==> config.mk <==
export PLATFORM = sky130hd
export DESIGN_NAME = pipeline_ctrl
export DESIGN_NICKNAME = d
export VERILOG_FILES = /design/src/rtl/pipeline_pkg.sv /design/src/rtl/hazard_detect.sv /design/src/rtl/pipeline_ctrl.sv
export SDC_FILE = /design/constraint.sdc
export NUM_CORES = 1
export LEC_CHECK = 0
export BUFFER_PORTS_ARGS = -buffer_cell sky130_fd_sc_hd__buf_4
export CORE_ASPECT_RATIO = 1.2
export CORE_MARGIN = 2
export CORE_UTILIZATION = 49
export DETAILED_ROUTE_END_ITERATION = 10
export PLACE_DENSITY = 0.75
export SLEW_MARGIN = 10
export SYNTH_ARGS = -nofsm -noshare
export SYNTH_HDL_FRONTEND = slang
export SYNTH_HIERARCHICAL = 1
export SYNTH_SLANG_ARGS = --single-unit
==> constraint.sdc <==
create_clock -name CLOCK -period 2.85 [get_ports CLOCK]
set_input_delay 0.4275 -clock CLOCK [delete_from_list [all_inputs] [get_ports CLOCK]]
set_output_delay 0.4275 -clock CLOCK [all_outputs]
set_load 0.01 [all_outputs]
==> src/rtl/pipeline_pkg.sv <==
`default_nettype none
// ============================================================================
// Module      : pipeline_pkg
// Description : Shared definitions for the pipeline controller. This package
//               holds the FSM state encoding, the default memory-wait timeout
//               and the register-specifier width.
// Revision    : 1.0 - initial release
// ============================================================================
package pipeline_pkg;

    // Register specifier width (32-entry register file)
    localparam int unsigned c_REG_W = 5;

    // Default number of MEM_WAIT cycles tolerated before declaring an error
    localparam int unsigned c_MEM_TIMEOUT_DEFAULT = 64;

    // Controller state encoding. It is visible on State_Out, so the
    // values are fixed.
    typedef enum logic [1:0] {
        ST_RUN      = 2'd0,
        ST_MEM_WAIT = 2'd1,
        ST_HALTED   = 2'd2,
        ST_ERROR    = 2'd3
    } state_t;

endpackage : pipeline_pkg
`default_nettype wire

==> src/rtl/hazard_detect.sv <==
`default_nettype none
// ============================================================================
// Module      : hazard_detect
// Description : Combinational load-use comparator. It flags a hazard when the
//               load in EX writes a non-zero register that the instruction in
//               ID reads.
// Ports       : IDEX_MemRead_In  - load instruction in EX
//               IDEX_Rt_In       - load destination register
//               IFID_Rs_In/Rt_In - source registers of the instruction in ID
//               LoadUse_Out      - load-use hazard detected
// Revision    : 1.0 - initial release
// ============================================================================
module hazard_detect
    import pipeline_pkg::*;
(
    input  logic               IDEX_MemRead_In,
    input  logic [c_REG_W-1:0] IDEX_Rt_In,
    input  logic [c_REG_W-1:0] IFID_Rs_In,
    input  logic [c_REG_W-1:0] IFID_Rt_In,
    output logic               LoadUse_Out
);

    logic w_rt_nonzero;
    logic w_src_match;

    // r0 is hard-wired to zero, so a load into it can never create a hazard
    assign w_rt_nonzero = (IDEX_Rt_In != '0);
    assign w_src_match  = (IDEX_Rt_In == IFID_Rs_In) || (IDEX_Rt_In == IFID_Rt_In);
    assign LoadUse_Out  = IDEX_MemRead_In && w_rt_nonzero && w_src_match;

endmodule : hazard_detect
`default_nettype wire

==> src/rtl/pipeline_ctrl.sv <==
`default_nettype none
// ============================================================================
// Module      : pipeline_ctrl
// Description : Five-stage pipeline hazard/stall controller. This module
//               produces the pipeline-register load enables, the flush and
//               bubble controls, a memory-wait FSM with a timeout, and a
//               saturating stall counter.
// Ports       : CLOCK, RESET_N (async, active-low)
//               IDEX_MemRead_In, IDEX_Rt_In, IFID_Rs_In, IFID_Rt_In - load-use
//               BranchTaken_In, MemReq_In, MemReady_In, Halt_In     - events
//               *WriteEN_Out (0 = hold), IFIDFlush_Out, IDEXFlush_Out,
//               MEMWBBubble_Out, State_Out, StallCount_Out
// Revision    : 1.0 - initial release
// ============================================================================
module pipeline_ctrl
    import pipeline_pkg::*;
#(
    parameter int unsigned MEM_TIMEOUT = c_MEM_TIMEOUT_DEFAULT,
    parameter int unsigned CNT_W       = 16
) (
    input  logic               CLOCK,
    input  logic               RESET_N,
    input  logic               IDEX_MemRead_In,
    input  logic [c_REG_W-1:0] IDEX_Rt_In,
    input  logic [c_REG_W-1:0] IFID_Rs_In,
    input  logic [c_REG_W-1:0] IFID_Rt_In,
    input  logic               BranchTaken_In,
    input  logic               MemReq_In,
    input  logic               MemReady_In,
    input  logic               Halt_In,
    output logic               PCWriteEN_Out,
    output logic               IFIDWriteEN_Out,
    output logic               IDEXWriteEN_Out,
    output logic               EXMEMWriteEN_Out,
    output logic               MEMWBWriteEN_Out,
    output logic               IFIDFlush_Out,
    output logic               IDEXFlush_Out,
    output logic               MEMWBBubble_Out,
    output logic [1:0]         State_Out,
    output logic [CNT_W-1:0]   StallCount_Out
);

    // The timeout counter only needs to reach MEM_TIMEOUT-1
    localparam int unsigned     c_TO_W    = (MEM_TIMEOUT > 1) ? $clog2(MEM_TIMEOUT) : 1;
    localparam logic [c_TO_W-1:0] c_TO_LAST = c_TO_W'(MEM_TIMEOUT - 1);

    state_t              r_state;
    state_t              w_state_next;
    logic [c_TO_W-1:0]   r_timeout;
    logic                w_to_clr;
    logic                w_to_inc;
    logic [CNT_W-1:0]    r_stall_count;
    logic                w_stall_cycle;
    logic                w_load_use;

    hazard_detect u_hazard_detect (
        .IDEX_MemRead_In (IDEX_MemRead_In),
        .IDEX_Rt_In      (IDEX_Rt_In),
        .IFID_Rs_In      (IFID_Rs_In),
        .IFID_Rt_In      (IFID_Rt_In),
        .LoadUse_Out     (w_load_use)
    );

    // State, timeout counter and stall counter
    always_ff @(posedge CLOCK or negedge RESET_N) begin
        if (!RESET_N) begin
            r_state       <= ST_RUN;
            r_timeout     <= '0;
            r_stall_count <= '0;
        end else begin
            r_state <= w_state_next;
            if (w_to_clr) begin
                r_timeout <= '0;
            end else if (w_to_inc) begin
                r_timeout <= r_timeout + c_TO_W'(1);
            end
            if (w_stall_cycle && (r_stall_count != '1)) begin
                r_stall_count <= r_stall_count + CNT_W'(1);
            end
        end
    end

    // Next state and control outputs. Priority inside RUN is
    // halt > memory wait > branch > load-use.
    always_comb begin
        PCWriteEN_Out    = 1'b1;
        IFIDWriteEN_Out  = 1'b1;
        IDEXWriteEN_Out  = 1'b1;
        EXMEMWriteEN_Out = 1'b1;
        MEMWBWriteEN_Out = 1'b1;
        IFIDFlush_Out    = 1'b0;
        IDEXFlush_Out    = 1'b0;
        MEMWBBubble_Out  = 1'b0;
        w_state_next     = r_state;
        w_to_clr         = 1'b0;
        w_to_inc         = 1'b0;

        unique case (r_state)
            ST_RUN, ST_MEM_WAIT: begin
                if (Halt_In) begin
                    PCWriteEN_Out    = 1'b0;
                    IFIDWriteEN_Out  = 1'b0;
                    IDEXWriteEN_Out  = 1'b0;
                    EXMEMWriteEN_Out = 1'b0;
                    MEMWBWriteEN_Out = 1'b0;
                    MEMWBBubble_Out  = 1'b1;
                    w_state_next     = ST_HALTED;
                end else if ((r_state == ST_RUN) ? (MemReq_In && !MemReady_In) : !MemReady_In) begin
                    // Freeze everything upstream of MEM. MEM_WB keeps loading,
                    // but with a bubble, so the stalled access retires once.
                    PCWriteEN_Out    = 1'b0;
                    IFIDWriteEN_Out  = 1'b0;
                    IDEXWriteEN_Out  = 1'b0;
                    EXMEMWriteEN_Out = 1'b0;
                    MEMWBBubble_Out  = 1'b1;
                    if (r_state == ST_RUN) begin
                        w_state_next = ST_MEM_WAIT;
                        w_to_clr     = 1'b1;
                    end else if (r_timeout == c_TO_LAST) begin
                        w_state_next = ST_ERROR;
                    end else begin
                        w_to_inc     = 1'b1;
                    end
                end else if (r_state == ST_MEM_WAIT) begin
                    w_state_next = ST_RUN;
                end else if (BranchTaken_In) begin
                    // A taken branch squashes the younger instructions, which
                    // makes any load-use stall on them irrelevant
                    IFIDFlush_Out = 1'b1;
                    IDEXFlush_Out = 1'b1;
                end else if (w_load_use) begin
                    PCWriteEN_Out   = 1'b0;
                    IFIDWriteEN_Out = 1'b0;
                    IDEXFlush_Out   = 1'b1;
                end
            end
            default: begin
                // HALTED and ERROR are held until reset
                PCWriteEN_Out    = 1'b0;
                IFIDWriteEN_Out  = 1'b0;
                IDEXWriteEN_Out  = 1'b0;
                EXMEMWriteEN_Out = 1'b0;
                MEMWBWriteEN_Out = 1'b0;
                MEMWBBubble_Out  = 1'b1;
            end
        endcase
    end

    assign w_stall_cycle  = !PCWriteEN_Out && ((r_state == ST_RUN) || (r_state == ST_MEM_WAIT));
    assign State_Out      = r_state;
    assign StallCount_Out = r_stall_count;

endmodule : pipeline_ctrl
`default_nettype wire

==> results.yml <==
clock_tree:
  cts_tree: "yes"
  insertion_delay_ps: 310
  cts_num_sinks: 24
  root_buffer: "clkbuf_4"
  clk_pin_slew_ps: 130
  cts_buffers: 3
  post_cts_buffers: 0
  htreeDepth: 1
  clock_path_buffers: 2
cells_and_area:
  fin_nets: 211
  layout.cells.non_filler: 220
  syn2layout_area_growth_pct: 29.56
  antenna_cells: 0
  fillers: 228
  drive_gt1_share_pct: 32.80
drt:
  routedWlPerCell_um: 14.65
  antenna_left: 0
  drc_errors: 0
  num_vias: 1224
  via_per_inst: 5.564
  drt-initial-drc-count: 22
  wl_mm: 3.224
  drtPass1Iterations: 4
place:
  dp_hpwl_mm: 2.604
  dpl.cell_count: 215
  io_buffers: 47
  place_ws_ps: 260.0
  gp_congestion: 0.7932
die:
  io_pins: 48
  rows: 21
  dieWidth_um: 53.83
  start_util_pct: 51.94
  core_um2: 2811
  die_h_um: 63.80
  die_area_um2: 3434
logic_synthesis:
  synth_most_common_cell: "dfrtp_1"
  synth_ff_type: "dfrtp_1"
  synth_top_area_share_pct: 41.13
  syn_avg_cell_area_um2: 10.66
  synthCells: 137
  synth_area_leaders: "dfrtp_1, xnor2_1, xor2_1"
  ys_warn_count: 6
  yosys-top-cells-count: "dfrtp_1, xnor2_1, xor2_1"
  ys_types: 39
  synth_edf_count: 0
  synth_fp_nets: 161
  seq_area_frac_synth_pct: 41.13
  synthArstFlopShare_pct: 100.0
  syn_area_um2: 1460
  synth_top_cell_by_area: "dfrtp_1"
  synth-seq-cells: 24
outcome:
  status: "completed"
global_routing:
  grt_usage_pct: 21.92
  grt_max_degree: 25
  gr-total-overflow: 0
  antenna_found_initial: 0
  grt_pass1_wl_mm: 5.595
  grt_pass1_vias: 1290
setup_path:
  crit_arrival_ps: 2490
  crit_start: "IDEX_Rt_In[0]"
  reg2reg_depth: 4
  worstReg2RegEnd: "StallCount_Out[1]"
  cp-endpoint: "StallCount_Out[1]"
  cp-start-kind: "input port"
  path_class: "in -> reg"
  worst_setup_path_end_kind: "flip-flop"
  reg2reg_slack_ps: 980
  required_ps: 3060
  r2r_start: "State_Out[0]"
  critPathMaxFanout: 15
sta:
  tightest_slew_ps: 443.5
  worst_slack_ps: 571.3
  slew_violations: 0
  min_period_ps: 2279
  skew_ps: 6.657
  setup_viol: 0
  timing.fmax_mhz: 438.8
  finalCritPeriodShare_pct: 79.95
  max_slew_margin_pct: 70.36
  fin_tns_setup_ps: 0
  grt_setup_unrepaired: "no"
  hold_violations: 0
pwr:
  peakVddDrop_v: 0.0002444
  power.density_nw_per_um2: 352.7
  fin_total_pwr_mw: 0.6673
  leakage_nw: 0.9271
job:
  maxCapViolations: 0
hold_path:
  min_from: "MemReady_In"
  hp-class: "in -> reg"
## critical path, cell delays in order
cell     delay [ps]
buf_4           120
xor2_1          160
nor3_1          170
nand3_1         100
a21oi_1         230
or3b_4          420
a31oi_4         430
o21ai_2         140
mux2_2          290
## final cells by class
type                       count  area [um2]  area share [%]
tap                           34       42.54           2.249
clock buffer                   3       22.52           1.190
multi-input combinational    107       822.0           43.45
clock inverter                 1       30.03           1.587
timing repair buffer          48       362.8           19.18
sequential                    24       600.6           31.75
inverter                       3       11.26          0.5952
## state kept, by name, indices dropped and copies added (netlist names)
register        count
StallCount_Out     16
r_timeout           6
State_Out           2
## stage by stage
stage | instance area [um2] | hold WS, ps | utilization, %
2_1_floorplan | 1460 | 131.9 | -
3_3_place_gp | 1829 | 338.3 | 65.06
3_5_place_dp | 1829 | 341.9 | 65.06
4_1_cts | 1892 | 312.0 | 67.29
5_1_grt | 1892 | 300.7 | 67.29
6_report | 1892 | 326.7 | 67.29
## kinds of logic (layout without fill, tap and decap cells)
logic type                 count (synthesis)  after routing  share of synthesized area, %
buffers and inverters                      6             55                         2.570
xor gates and xnor gates                  30             30                         17.99
muxes                                      2              2                         1.457
DFF                                       24             24                         41.13
AOI/OAI and AO/OA                         19             19                         11.74
and+or+nand+nor                           54             54                         23.39
adders and majority gates                  2              2                         1.714
## report_power, final
part,total (mW),switching (mW),internal [mW]
Sequential,0.351,0.00651,0.345
Clock,0.245,0.103,0.142
Combinational,0.0709,0.0320,0.0389
Total,0.667,0.142,0.526
## layout by cell type (no fill, tap or decap), types with 4 or more instances in the layout
cell / synthesis / routed
dfrtp_1: 24 / 24
nand3_1: 5 / 5
nor2_1: 9 / 9
nand4_1: 5 / 5
nand2_1: 4 / 4
xnor2_1: 17 / 17
and3_1: 7 / 7
and2_1: 6 / 6
buf_4: 2 / 47
o211ai_1: 5 / 5
xor2_1: 13 / 13
## layer usage
layer	track usage [%]	routed length (um)
met1	22.64	1177
met2	41.62	1936
met3	2.804	83
met4	8.974	27
met5	0	0
## how the worst min path moves through the flow
stage                         end  slack, ps  cells after the start
3_5_place_dp    StallCount_Out[0]        340                      1
4_1_cts              State_Out[1]        310                      2
6_report             State_Out[1]        330                      2
2_1_floorplan   StallCount_Out[0]        130                      0
3_3_place_gp   StallCount_Out[14]        340                      1
5_1_grt              State_Out[1]        300                      2
## timing repair
action,CTS,global route
hold buffers,1,0
setup endpoints to repair,0,0
endpoints found under the hold margin,24,0
resized for setup,0,0
Power figures use the tool's default switching activity.
